<file path="config.mk">
export PLATFORM = sky130hd
export DESIGN_NAME = mem_arbiter_flat
export DESIGN_NICKNAME = d
export VERILOG_FILES = /design/src/rtl/mem_arbiter_pkg.sv /design/src/rtl/mem_arbiter_if.sv /design/src/rtl/mem_arbiter_prio_sel.sv /design/src/rtl/mem_arbiter.sv /design/src/flat_wrapper.sv
export SDC_FILE = /design/constraint.sdc
export NUM_CORES = 1
export LEC_CHECK = 0
export ABC_AREA = 1
export BUFFER_PORTS_ARGS = -buffer_cell sky130_fd_sc_hd__buf_2
export CAP_MARGIN = 20
export CELL_PAD_IN_SITES_DETAIL_PLACEMENT = 0
export CELL_PAD_IN_SITES_GLOBAL_PLACEMENT = 1
export CORE_UTILIZATION = 34
export DETAILED_ROUTE_END_ITERATION = 7
export MAX_ROUTING_LAYER = met4
export PLACE_DENSITY_LB_ADDON = 0.08
export SKIP_LAST_GASP = 1
export SLEW_MARGIN = 20
export SYNTH_ARGS = -nofsm -noshare
export SYNTH_HDL_FRONTEND = slang
export SYNTH_SLANG_ARGS = --single-unit
export TNS_END_PERCENT = 1
</file>
<file path="constraint.sdc">
create_clock -name clk -period 3.1 [get_ports clk]
set_input_delay 0.155 -clock clk [delete_from_list [all_inputs] [get_ports clk]]
set_output_delay 0.155 -clock clk [all_outputs]
set_load 0.05 [all_outputs]
</file>
<file path="src/rtl/mem_arbiter_pkg.sv">
// Shared parameters and types for the memory arbiter slice.
// Holds the global widths (XLEN, INST_OP_WIDTH, ROB_SIZE_WIDTH), the memory
// op encodings, requester indices and the registered request-field bundle.
package mem_arbiter_pkg;

  localparam int XLEN           = 32;
  localparam int INST_OP_WIDTH  = 6;
  localparam int ROB_SIZE_WIDTH = 4;

  localparam logic [INST_OP_WIDTH-1:0] OP_NOP = 6'd0;
  localparam logic [INST_OP_WIDTH-1:0] OP_LB  = 6'd1;
  localparam logic [INST_OP_WIDTH-1:0] OP_LH  = 6'd2;
  localparam logic [INST_OP_WIDTH-1:0] OP_LW  = 6'd3;
  localparam logic [INST_OP_WIDTH-1:0] OP_SB  = 6'd4;
  localparam logic [INST_OP_WIDTH-1:0] OP_SH  = 6'd5;
  localparam logic [INST_OP_WIDTH-1:0] OP_SW  = 6'd6;

  // Bit positions of each requester in a one-hot select vector.
  localparam int REQ_FET = 0;
  localparam int REQ_LSB = 1;
  localparam int REQ_ROB = 2;
  localparam int NUM_REQ = 3;

  typedef logic [NUM_REQ-1:0] req_vec_t;

  typedef struct packed {
    logic [XLEN-1:0]           pc;
    logic [XLEN-1:0]           addr;
    logic [XLEN-1:0]           val;
    logic [INST_OP_WIDTH-1:0]  op;
    logic [ROB_SIZE_WIDTH-1:0] id;
  } arb_fields_t;

  // True when at most one bit of v is set.
  function automatic logic is_onehot0(input req_vec_t v);
    return (v & (v - 1'b1)) == '0;
  endfunction

endpackage

</file>
<file path="src/rtl/mem_arbiter_if.sv">
// Bus bundle between the three memory requesters (fetch, load buffer, ROB),
// the arbiter and the memory controller.
// slave  : arbiter view (requests/controller status in, grants/enables out)
// master : requester + controller view (the opposite directions)
interface mem_arbiter_if;
  import mem_arbiter_pkg::*;

  logic                      rdy;
  logic                      flush;

  logic                      fet_req;
  logic [XLEN-1:0]           fet_pc;

  logic                      lsb_req;
  logic [INST_OP_WIDTH-1:0]  lsb_op;
  logic [XLEN-1:0]           lsb_addr;
  logic [ROB_SIZE_WIDTH-1:0] lsb_id;

  logic                      rob_req;
  logic [INST_OP_WIDTH-1:0]  rob_op;
  logic [XLEN-1:0]           rob_addr;
  logic [XLEN-1:0]           rob_val;

  logic                      fet_gnt;
  logic                      lsb_gnt;
  logic                      rob_gnt;

  logic                      mc_busy;

  logic                      arb_fet_enable;
  logic                      arb_lsb_enable;
  logic                      arb_rob_enable;
  logic [XLEN-1:0]           arb_pc;
  logic [XLEN-1:0]           arb_addr;
  logic [XLEN-1:0]           arb_val;
  logic [INST_OP_WIDTH-1:0]  arb_op;
  logic [ROB_SIZE_WIDTH-1:0] arb_id;

  modport slave (
    input  rdy, flush,
    input  fet_req, fet_pc,
    input  lsb_req, lsb_op, lsb_addr, lsb_id,
    input  rob_req, rob_op, rob_addr, rob_val,
    input  mc_busy,
    output fet_gnt, lsb_gnt, rob_gnt,
    output arb_fet_enable, arb_lsb_enable, arb_rob_enable,
    output arb_pc, arb_addr, arb_val, arb_op, arb_id
  );

  modport master (
    output rdy, flush,
    output fet_req, fet_pc,
    output lsb_req, lsb_op, lsb_addr, lsb_id,
    output rob_req, rob_op, rob_addr, rob_val,
    output mc_busy,
    input  fet_gnt, lsb_gnt, rob_gnt,
    input  arb_fet_enable, arb_lsb_enable, arb_rob_enable,
    input  arb_pc, arb_addr, arb_val, arb_op, arb_id
  );

endinterface

</file>
<file path="src/rtl/mem_arbiter_prio_sel.sv">
// arb_prio_sel: combinational fixed-priority pick among the three memory
// requesters with a starvation override for fetch.
// Ports:
//   fet_req, lsb_req, rob_req : candidate requests (already flush-masked)
//   force_fet                 : fetch has waited too long, let it win
//   sel_o                     : one-hot winner, zero when nothing requests
module arb_prio_sel
  import mem_arbiter_pkg::*;
(
  input  logic     fet_req,
  input  logic     lsb_req,
  input  logic     rob_req,
  input  logic     force_fet,
  output req_vec_t sel_o
);

  always_comb begin
    sel_o = '0;
    if (force_fet && fet_req) begin
      sel_o[REQ_FET] = 1'b1;
    end else if (rob_req) begin
      sel_o[REQ_ROB] = 1'b1;
    end else if (lsb_req) begin
      sel_o[REQ_LSB] = 1'b1;
    end else if (fet_req) begin
      sel_o[REQ_FET] = 1'b1;
    end
  end

endmodule

</file>
<file path="src/rtl/mem_arbiter.sv">
// mem_arbiter: picks one of fetch / load buffer / committed store per
// transaction, registers its fields and hands it to the memory controller.
// Ports:
//   clk  : system clock, rising edge
//   rst  : asynchronous active-low reset
//   bus  : mem_arbiter_if.slave (requests, controller busy, grants, enables,
//          registered request fields)
//
// state | meaning
// ------+-------------------------------------------------------------
// IDLE  | waiting for a request while the controller is not busy
// ISSUE | enable + grant of the selected requester are high
// WAIT  | controller working; leave when mc_busy drops
module mem_arbiter
  import mem_arbiter_pkg::*;
#(
  parameter int STARVE_LIMIT = 4
) (
  input logic         clk,
  input logic         rst,
  mem_arbiter_if.slave bus
);

  typedef enum logic [1:0] {
    S_IDLE  = 2'd0,
    S_ISSUE = 2'd1,
    S_WAIT  = 2'd2
  } state_t;

  localparam int               CNT_W   = $clog2(STARVE_LIMIT + 1);
  localparam logic [CNT_W-1:0] CNT_MAX = CNT_W'(STARVE_LIMIT);

  state_t           state_q, state_d;
  req_vec_t         sel_q, sel_d;
  logic [CNT_W-1:0] starve_cnt_q, starve_cnt_d;
  arb_fields_t      fields_q, fields_d;

  req_vec_t pick;
  logic     fet_cand, lsb_cand, force_fet;
  logic     issue_live;

  // A flush leaves only the committed store eligible.
  assign fet_cand  = bus.fet_req & ~bus.flush;
  assign lsb_cand  = bus.lsb_req & ~bus.flush;
  assign force_fet = (starve_cnt_q == CNT_MAX);

  arb_prio_sel u_prio_sel (
    .fet_req   (fet_cand),
    .lsb_req   (lsb_cand),
    .rob_req   (bus.rob_req),
    .force_fet (force_fet),
    .sel_o     (pick)
  );

  always_comb begin
    state_d      = state_q;
    sel_d        = sel_q;
    starve_cnt_d = starve_cnt_q;
    fields_d     = fields_q;
    if (bus.rdy) begin
      case (state_q)
        S_IDLE: begin
          if ((pick != '0) && !bus.mc_busy) begin
            state_d  = S_ISSUE;
            sel_d    = pick;
            fields_d = '0;
            if (pick[REQ_ROB]) begin
              fields_d.addr = bus.rob_addr;
              fields_d.val  = bus.rob_val;
              fields_d.op   = bus.rob_op;
            end else if (pick[REQ_LSB]) begin
              fields_d.addr = bus.lsb_addr;
              fields_d.op   = bus.lsb_op;
              fields_d.id   = bus.lsb_id;
            end else begin
              fields_d.pc   = bus.fet_pc;
            end
            if (pick[REQ_FET]) begin
              starve_cnt_d = '0;
            end else if (starve_cnt_q != CNT_MAX) begin
              starve_cnt_d = starve_cnt_q + CNT_W'(1);
            end
          end
        end
        S_ISSUE: begin
          // A flushed fetch/load is dropped before the controller sees it.
          state_d = (bus.flush && !sel_q[REQ_ROB]) ? S_IDLE : S_WAIT;
        end
        S_WAIT: begin
          if (!bus.mc_busy) begin
            state_d = S_IDLE;
          end
        end
        default: state_d = S_IDLE;
      endcase
      // Starvation only counts while fetch is actually waiting.
      if (bus.flush || !bus.fet_req) begin
        starve_cnt_d = '0;
      end
    end
  end

  always_ff @(posedge clk or negedge rst) begin
    if (!rst) begin
      state_q      <= S_IDLE;
      sel_q        <= '0;
      starve_cnt_q <= '0;
      fields_q     <= '0;
    end else begin
      state_q      <= state_d;
      sel_q        <= sel_d;
      starve_cnt_q <= starve_cnt_d;
      fields_q     <= fields_d;
    end
  end

  // Enables decode straight from the registered state so reset clears them
  // immediately; the flush gate only applies while the pipeline is moving.
  assign issue_live = (state_q == S_ISSUE) &&
                      !(bus.rdy && bus.flush && !sel_q[REQ_ROB]);

  assign bus.arb_fet_enable = issue_live & sel_q[REQ_FET];
  assign bus.arb_lsb_enable = issue_live & sel_q[REQ_LSB];
  assign bus.arb_rob_enable = issue_live & sel_q[REQ_ROB];

  assign bus.fet_gnt = bus.arb_fet_enable;
  assign bus.lsb_gnt = bus.arb_lsb_enable;
  assign bus.rob_gnt = bus.arb_rob_enable;

  assign bus.arb_pc   = fields_q.pc;
  assign bus.arb_addr = fields_q.addr;
  assign bus.arb_val  = fields_q.val;
  assign bus.arb_op   = fields_q.op;
  assign bus.arb_id   = fields_q.id;

endmodule

</file>
<file path="src/flat_wrapper.sv">
// flat-port wrapper written by rule: the top's interface ports become plain ports
module mem_arbiter_flat import mem_arbiter_pkg::*;
#(
  parameter int STARVE_LIMIT = 4
)
  (clk, rst, bus_rdy, bus_flush, bus_fet_req, bus_fet_pc, bus_lsb_req, bus_lsb_op, bus_lsb_addr, bus_lsb_id, bus_rob_req, bus_rob_op, bus_rob_addr, bus_rob_val, bus_mc_busy, bus_fet_gnt, bus_lsb_gnt, bus_rob_gnt, bus_arb_fet_enable, bus_arb_lsb_enable, bus_arb_rob_enable, bus_arb_pc, bus_arb_addr, bus_arb_val, bus_arb_op, bus_arb_id);
  mem_arbiter_if bus_i ();
  input logic clk;
  input logic rst;
  input wire logic [$bits(bus_i.rdy)-1:0] bus_rdy;
  input wire logic [$bits(bus_i.flush)-1:0] bus_flush;
  input wire logic [$bits(bus_i.fet_req)-1:0] bus_fet_req;
  input wire logic [$bits(bus_i.fet_pc)-1:0] bus_fet_pc;
  input wire logic [$bits(bus_i.lsb_req)-1:0] bus_lsb_req;
  input wire logic [$bits(bus_i.lsb_op)-1:0] bus_lsb_op;
  input wire logic [$bits(bus_i.lsb_addr)-1:0] bus_lsb_addr;
  input wire logic [$bits(bus_i.lsb_id)-1:0] bus_lsb_id;
  input wire logic [$bits(bus_i.rob_req)-1:0] bus_rob_req;
  input wire logic [$bits(bus_i.rob_op)-1:0] bus_rob_op;
  input wire logic [$bits(bus_i.rob_addr)-1:0] bus_rob_addr;
  input wire logic [$bits(bus_i.rob_val)-1:0] bus_rob_val;
  input wire logic [$bits(bus_i.mc_busy)-1:0] bus_mc_busy;
  output wire logic [$bits(bus_i.fet_gnt)-1:0] bus_fet_gnt;
  output wire logic [$bits(bus_i.lsb_gnt)-1:0] bus_lsb_gnt;
  output wire logic [$bits(bus_i.rob_gnt)-1:0] bus_rob_gnt;
  output wire logic [$bits(bus_i.arb_fet_enable)-1:0] bus_arb_fet_enable;
  output wire logic [$bits(bus_i.arb_lsb_enable)-1:0] bus_arb_lsb_enable;
  output wire logic [$bits(bus_i.arb_rob_enable)-1:0] bus_arb_rob_enable;
  output wire logic [$bits(bus_i.arb_pc)-1:0] bus_arb_pc;
  output wire logic [$bits(bus_i.arb_addr)-1:0] bus_arb_addr;
  output wire logic [$bits(bus_i.arb_val)-1:0] bus_arb_val;
  output wire logic [$bits(bus_i.arb_op)-1:0] bus_arb_op;
  output wire logic [$bits(bus_i.arb_id)-1:0] bus_arb_id;
  assign bus_i.rdy = bus_rdy;
  assign bus_i.flush = bus_flush;
  assign bus_i.fet_req = bus_fet_req;
  assign bus_i.fet_pc = bus_fet_pc;
  assign bus_i.lsb_req = bus_lsb_req;
  assign bus_i.lsb_op = bus_lsb_op;
  assign bus_i.lsb_addr = bus_lsb_addr;
  assign bus_i.lsb_id = bus_lsb_id;
  assign bus_i.rob_req = bus_rob_req;
  assign bus_i.rob_op = bus_rob_op;
  assign bus_i.rob_addr = bus_rob_addr;
  assign bus_i.rob_val = bus_rob_val;
  assign bus_i.mc_busy = bus_mc_busy;
  assign bus_fet_gnt = bus_i.fet_gnt;
  assign bus_lsb_gnt = bus_i.lsb_gnt;
  assign bus_rob_gnt = bus_i.rob_gnt;
  assign bus_arb_fet_enable = bus_i.arb_fet_enable;
  assign bus_arb_lsb_enable = bus_i.arb_lsb_enable;
  assign bus_arb_rob_enable = bus_i.arb_rob_enable;
  assign bus_arb_pc = bus_i.arb_pc;
  assign bus_arb_addr = bus_i.arb_addr;
  assign bus_arb_val = bus_i.arb_val;
  assign bus_arb_op = bus_i.arb_op;
  assign bus_arb_id = bus_i.arb_id;
  mem_arbiter #(.STARVE_LIMIT(STARVE_LIMIT)) u_core (.clk(clk), .rst(rst), .bus(bus_i));
endmodule
</file>
==> impl_metrics.json <==
{
  "area_growth_pct": 47.7,
  "holdCritStartpoint": "bus_fet_pc[10]",
  "regArea_um2": 2850,
  "synthesis.nets": 814,
  "port_buffers": 263,
  "syn_inst": 660,
  "clock-sinks": 114,
  "grt_max_degree": 111,
  "switchingPower_mw": 3.16,
  "fillerInstances": 1518,
  "vias": 5306,
  "postRouteAntennaNets": 0,
  "power_mw": 6.87,
  "final_cell_mix": "262 x buf_2, 203 x nand2_1, 114 x dfrtp_1, 84 x nor2_1, 70 x o21ai_1",
  "die_y_um": 126,
  "outcome": "finished clean",
  "rsz0062_at_grt": "false",
  "cts_tree": "built",
  "start_util_pct": 34.6,
  "finalHoldViolations": 0,
  "grt_pass1_wl_um": 25700,
  "startpoint_type": "flip-flop",
  "avgSynthCellArea_um2": 7.95,
  "p_leak_nw": 4.22,
  "drv_slew": 0,
  "drc": 0,
  "clk_latency_ps": 400,
  "placementRows": 45,
  "seq_area_frac_synth_pct": 54.4,
  "setup_violations": 0,
  "h-tree-depth": 4,
  "hold_depth": 3,
  "antenna_found_initial": 1,
  "crit_arrival_ps": 2810,
  "multi_input_area_um2": 1960,
  "dp_slack_ps": 575,
  "min_period_ps": 2520,
  "final_nets": 1122,
  "clock.fmax_mhz": 396,
  "max-cap-violations": 0,
  "ios": 264,
  "period_share_pct": 81.4,
  "fin_setup_tns_ps": 0,
  "coreArea_um2": 15100,
  "grtUsageTotal_pct": 21.3,
  "worstHoldEndpoint": "u_core.bus.arb_pc[10]",
  "die-area_um2": 15900,
  "synth-seq-cells": 114,
  "dpl.hpwl_um": 10700,
  "synth.distinct_cells": 22,
  "powerDensity_nw_per_um2": 887,
  "worst_pin_slew_ps": 846,
  "cts_buffer_depth": 2,
  "pwr-share-comb_pct": 44.0,
  "worstReg2RegStart": "u_core.starve_cnt_q[0]",
  "timing.rr.end": "u_core.starve_cnt_q[1]",
  "ff2ff_path_depth": 11,
  "dpl_cell_area_um2": 6620,
  "drt_iter0_drc": 261,
  "seqPwrFrac_pct": 32.0,
  "cp.required_ps": 3390,
  "wirelength_um": 15800,
  "cts_buffers": 17,
  "synth_area_um2": 5250,
  "slew-limit-headroom_pct": 43.6,
  "p_int_mw": 3.71,
  "finalWorstSetupSlack_ps": 577,
  "firstDrtPassIters": 7,
  "hold-worst-slack_ps": 18.4,
  "routabilityCongestion": 0.787,
  "endpoint_kind": "flip-flop",
  "reg2reg_slack_ps": 580,
  "stdcell_area_um2": 7750,
  "ys_warn_count": 0,
  "critical_path_class": "flip-flop to flip-flop",
  "min_path_type": "input port to flip-flop",
  "clk_pin_slew_ps": 50,
  "swShare_pct": 46.0,
  "drive_gt1_share_pct": 31.2,
  "crit_fanout": 110,
  "clkPwrFrac_pct": 24.1,
  "vdd_ir_drop_max_mv": 0.510,
  "grt_overflow": 0,
  "die_w_um": 126,
  "vias_per_cell": 4.56,
  "grt_pass1_vias": 5223,
  "fin_skew_ps": 4.26,
  "wire_per_inst_um": 13.6,
  "cts_root_buf": "clkbuf_16",
  "final_common_cell": "buf_2"
}
==> power groups by stage <==
stage               Sequential (mW)  Clock [mW]  Combinational, mW
finish                         2.20        1.65               3.02
global route                   2.26        1.78               3.21
CTS                            2.20        1.70               3.05
detailed placement             2.21           0               2.99
global placement               2.20           0               2.97
floorplan                      3.80           0              0.619
==> how the worst max path moves through the flow <==
stage	endpoint	depth (start not counted)	start
2_1_floorplan	bus_fet_gnt	6	u_core.state_q[1]
3_3_place_gp	u_core.starve_cnt_q[2]	11	u_core.starve_cnt_q[0]
3_5_place_dp	u_core.starve_cnt_q[1]	11	u_core.starve_cnt_q[0]
4_1_cts	u_core.starve_cnt_q[1]	11	u_core.starve_cnt_q[0]
5_1_grt	u_core.starve_cnt_q[2]	11	u_core.starve_cnt_q[0]
6_report	u_core.starve_cnt_q[1]	11	u_core.starve_cnt_q[0]
==> timing repair <==
item	4_1_cts	5_1_grt
hold buffers	63	0
hold endpoints to repair	124	0
gates resized for setup	0	0
buffers inserted	0	0
==> cells in the mapped netlist, drive strengths merged <==
master	instances	area (um2)
xnor2	1	8.76
clkbuf	8	30.0
buf	38	231
ha	2	25.0
inv	47	176
nand3	44	220
or2	1	6.26
a21oi	40	200
a31oi	1	6.26
nor3	1	16.3
nor2	84	315
nand2	205	774
o21ai	73	369
dfrtp	114	2850
nand4	1	12.5
==> metal layers <==
| layer | track usage (%) | routed length, um | up-vias | part of all wire [%] |
|---|---|---|---|---|
| li1 | - | - | 2692 | - |
| met4 | 8.43 | 276 | 0 | 1.7 |
| met3 | 4.97 | 905 | 26 | 5.7 |
| met2 | 34.6 | 7710 | 185 | 49 |
| met1 | 25.5 | 6960 | 2403 | 44 |
| met5 | - | 0 | - | 0 |
==> stage by stage <==
step,utilization [%],std cells
6_report,51.1,1164
5_1_grt,51.1,1164
3_5_place_dp,43.7,1074
3_3_place_gp,43.7,1074
2_1_floorplan,-,660
4_1_cts,51.1,1163
==> worst max-delay path, stage by stage, from the launching register on <==
cell     delay, ps
dfrtp_1        380
inv_1           60
ha_1           180
nand2_1         80
inv_1           50
nand2_2        280
nand4_2        180
nand2_4        400
buf_12         410
nand2_1        160
nand2_1         90
nand2_1         50
==> layout make-up <==
type / instances / share of cell area (%)
sequential: 114 / 36.8
timing repair buffer: 335 / 26.2
multi-input combinational: 453 / 25.3
clock buffer: 25 / 6.27
tap: 188 / 3.04
inverter: 47 / 2.28
clock inverter: 1 / 0.0646
antenna: 1 / 0.0323
==> sequential cells by signal, summed over array words and instances (netlist names) <==
register / flops
u_core.sel_q: 3
u_core.starve_cnt_q: 3
u_core.bus.arb_id: 4
u_core.bus.arb_addr: 32
u_core.bus.arb_val: 32
u_core.bus.arb_pc: 32
u_core.bus.arb_op: 6
u_core.state_q: 2
==> cells by family (layout without fill, tap and decap cells) <==
| family | after synthesis | after routing | share of synthesized area [%] |
|---|---|---|---|
| AND/OR/NAND/NOR | 336 | 336 | 25.6 |
| AO/OA/AOI/OAI | 114 | 114 | 11.0 |
| flip-flops | 114 | 114 | 54.4 |
| buffers and inverters | 93 | 408 | 8.35 |
| adder cells (fa/ha/maj) | 2 | 2 | 0.477 |
| XOR/XNOR | 1 | 1 | 0.167 |
| other | 0 | 1 | 0 |
Note: power is estimated with default switching activity, not from simulation.
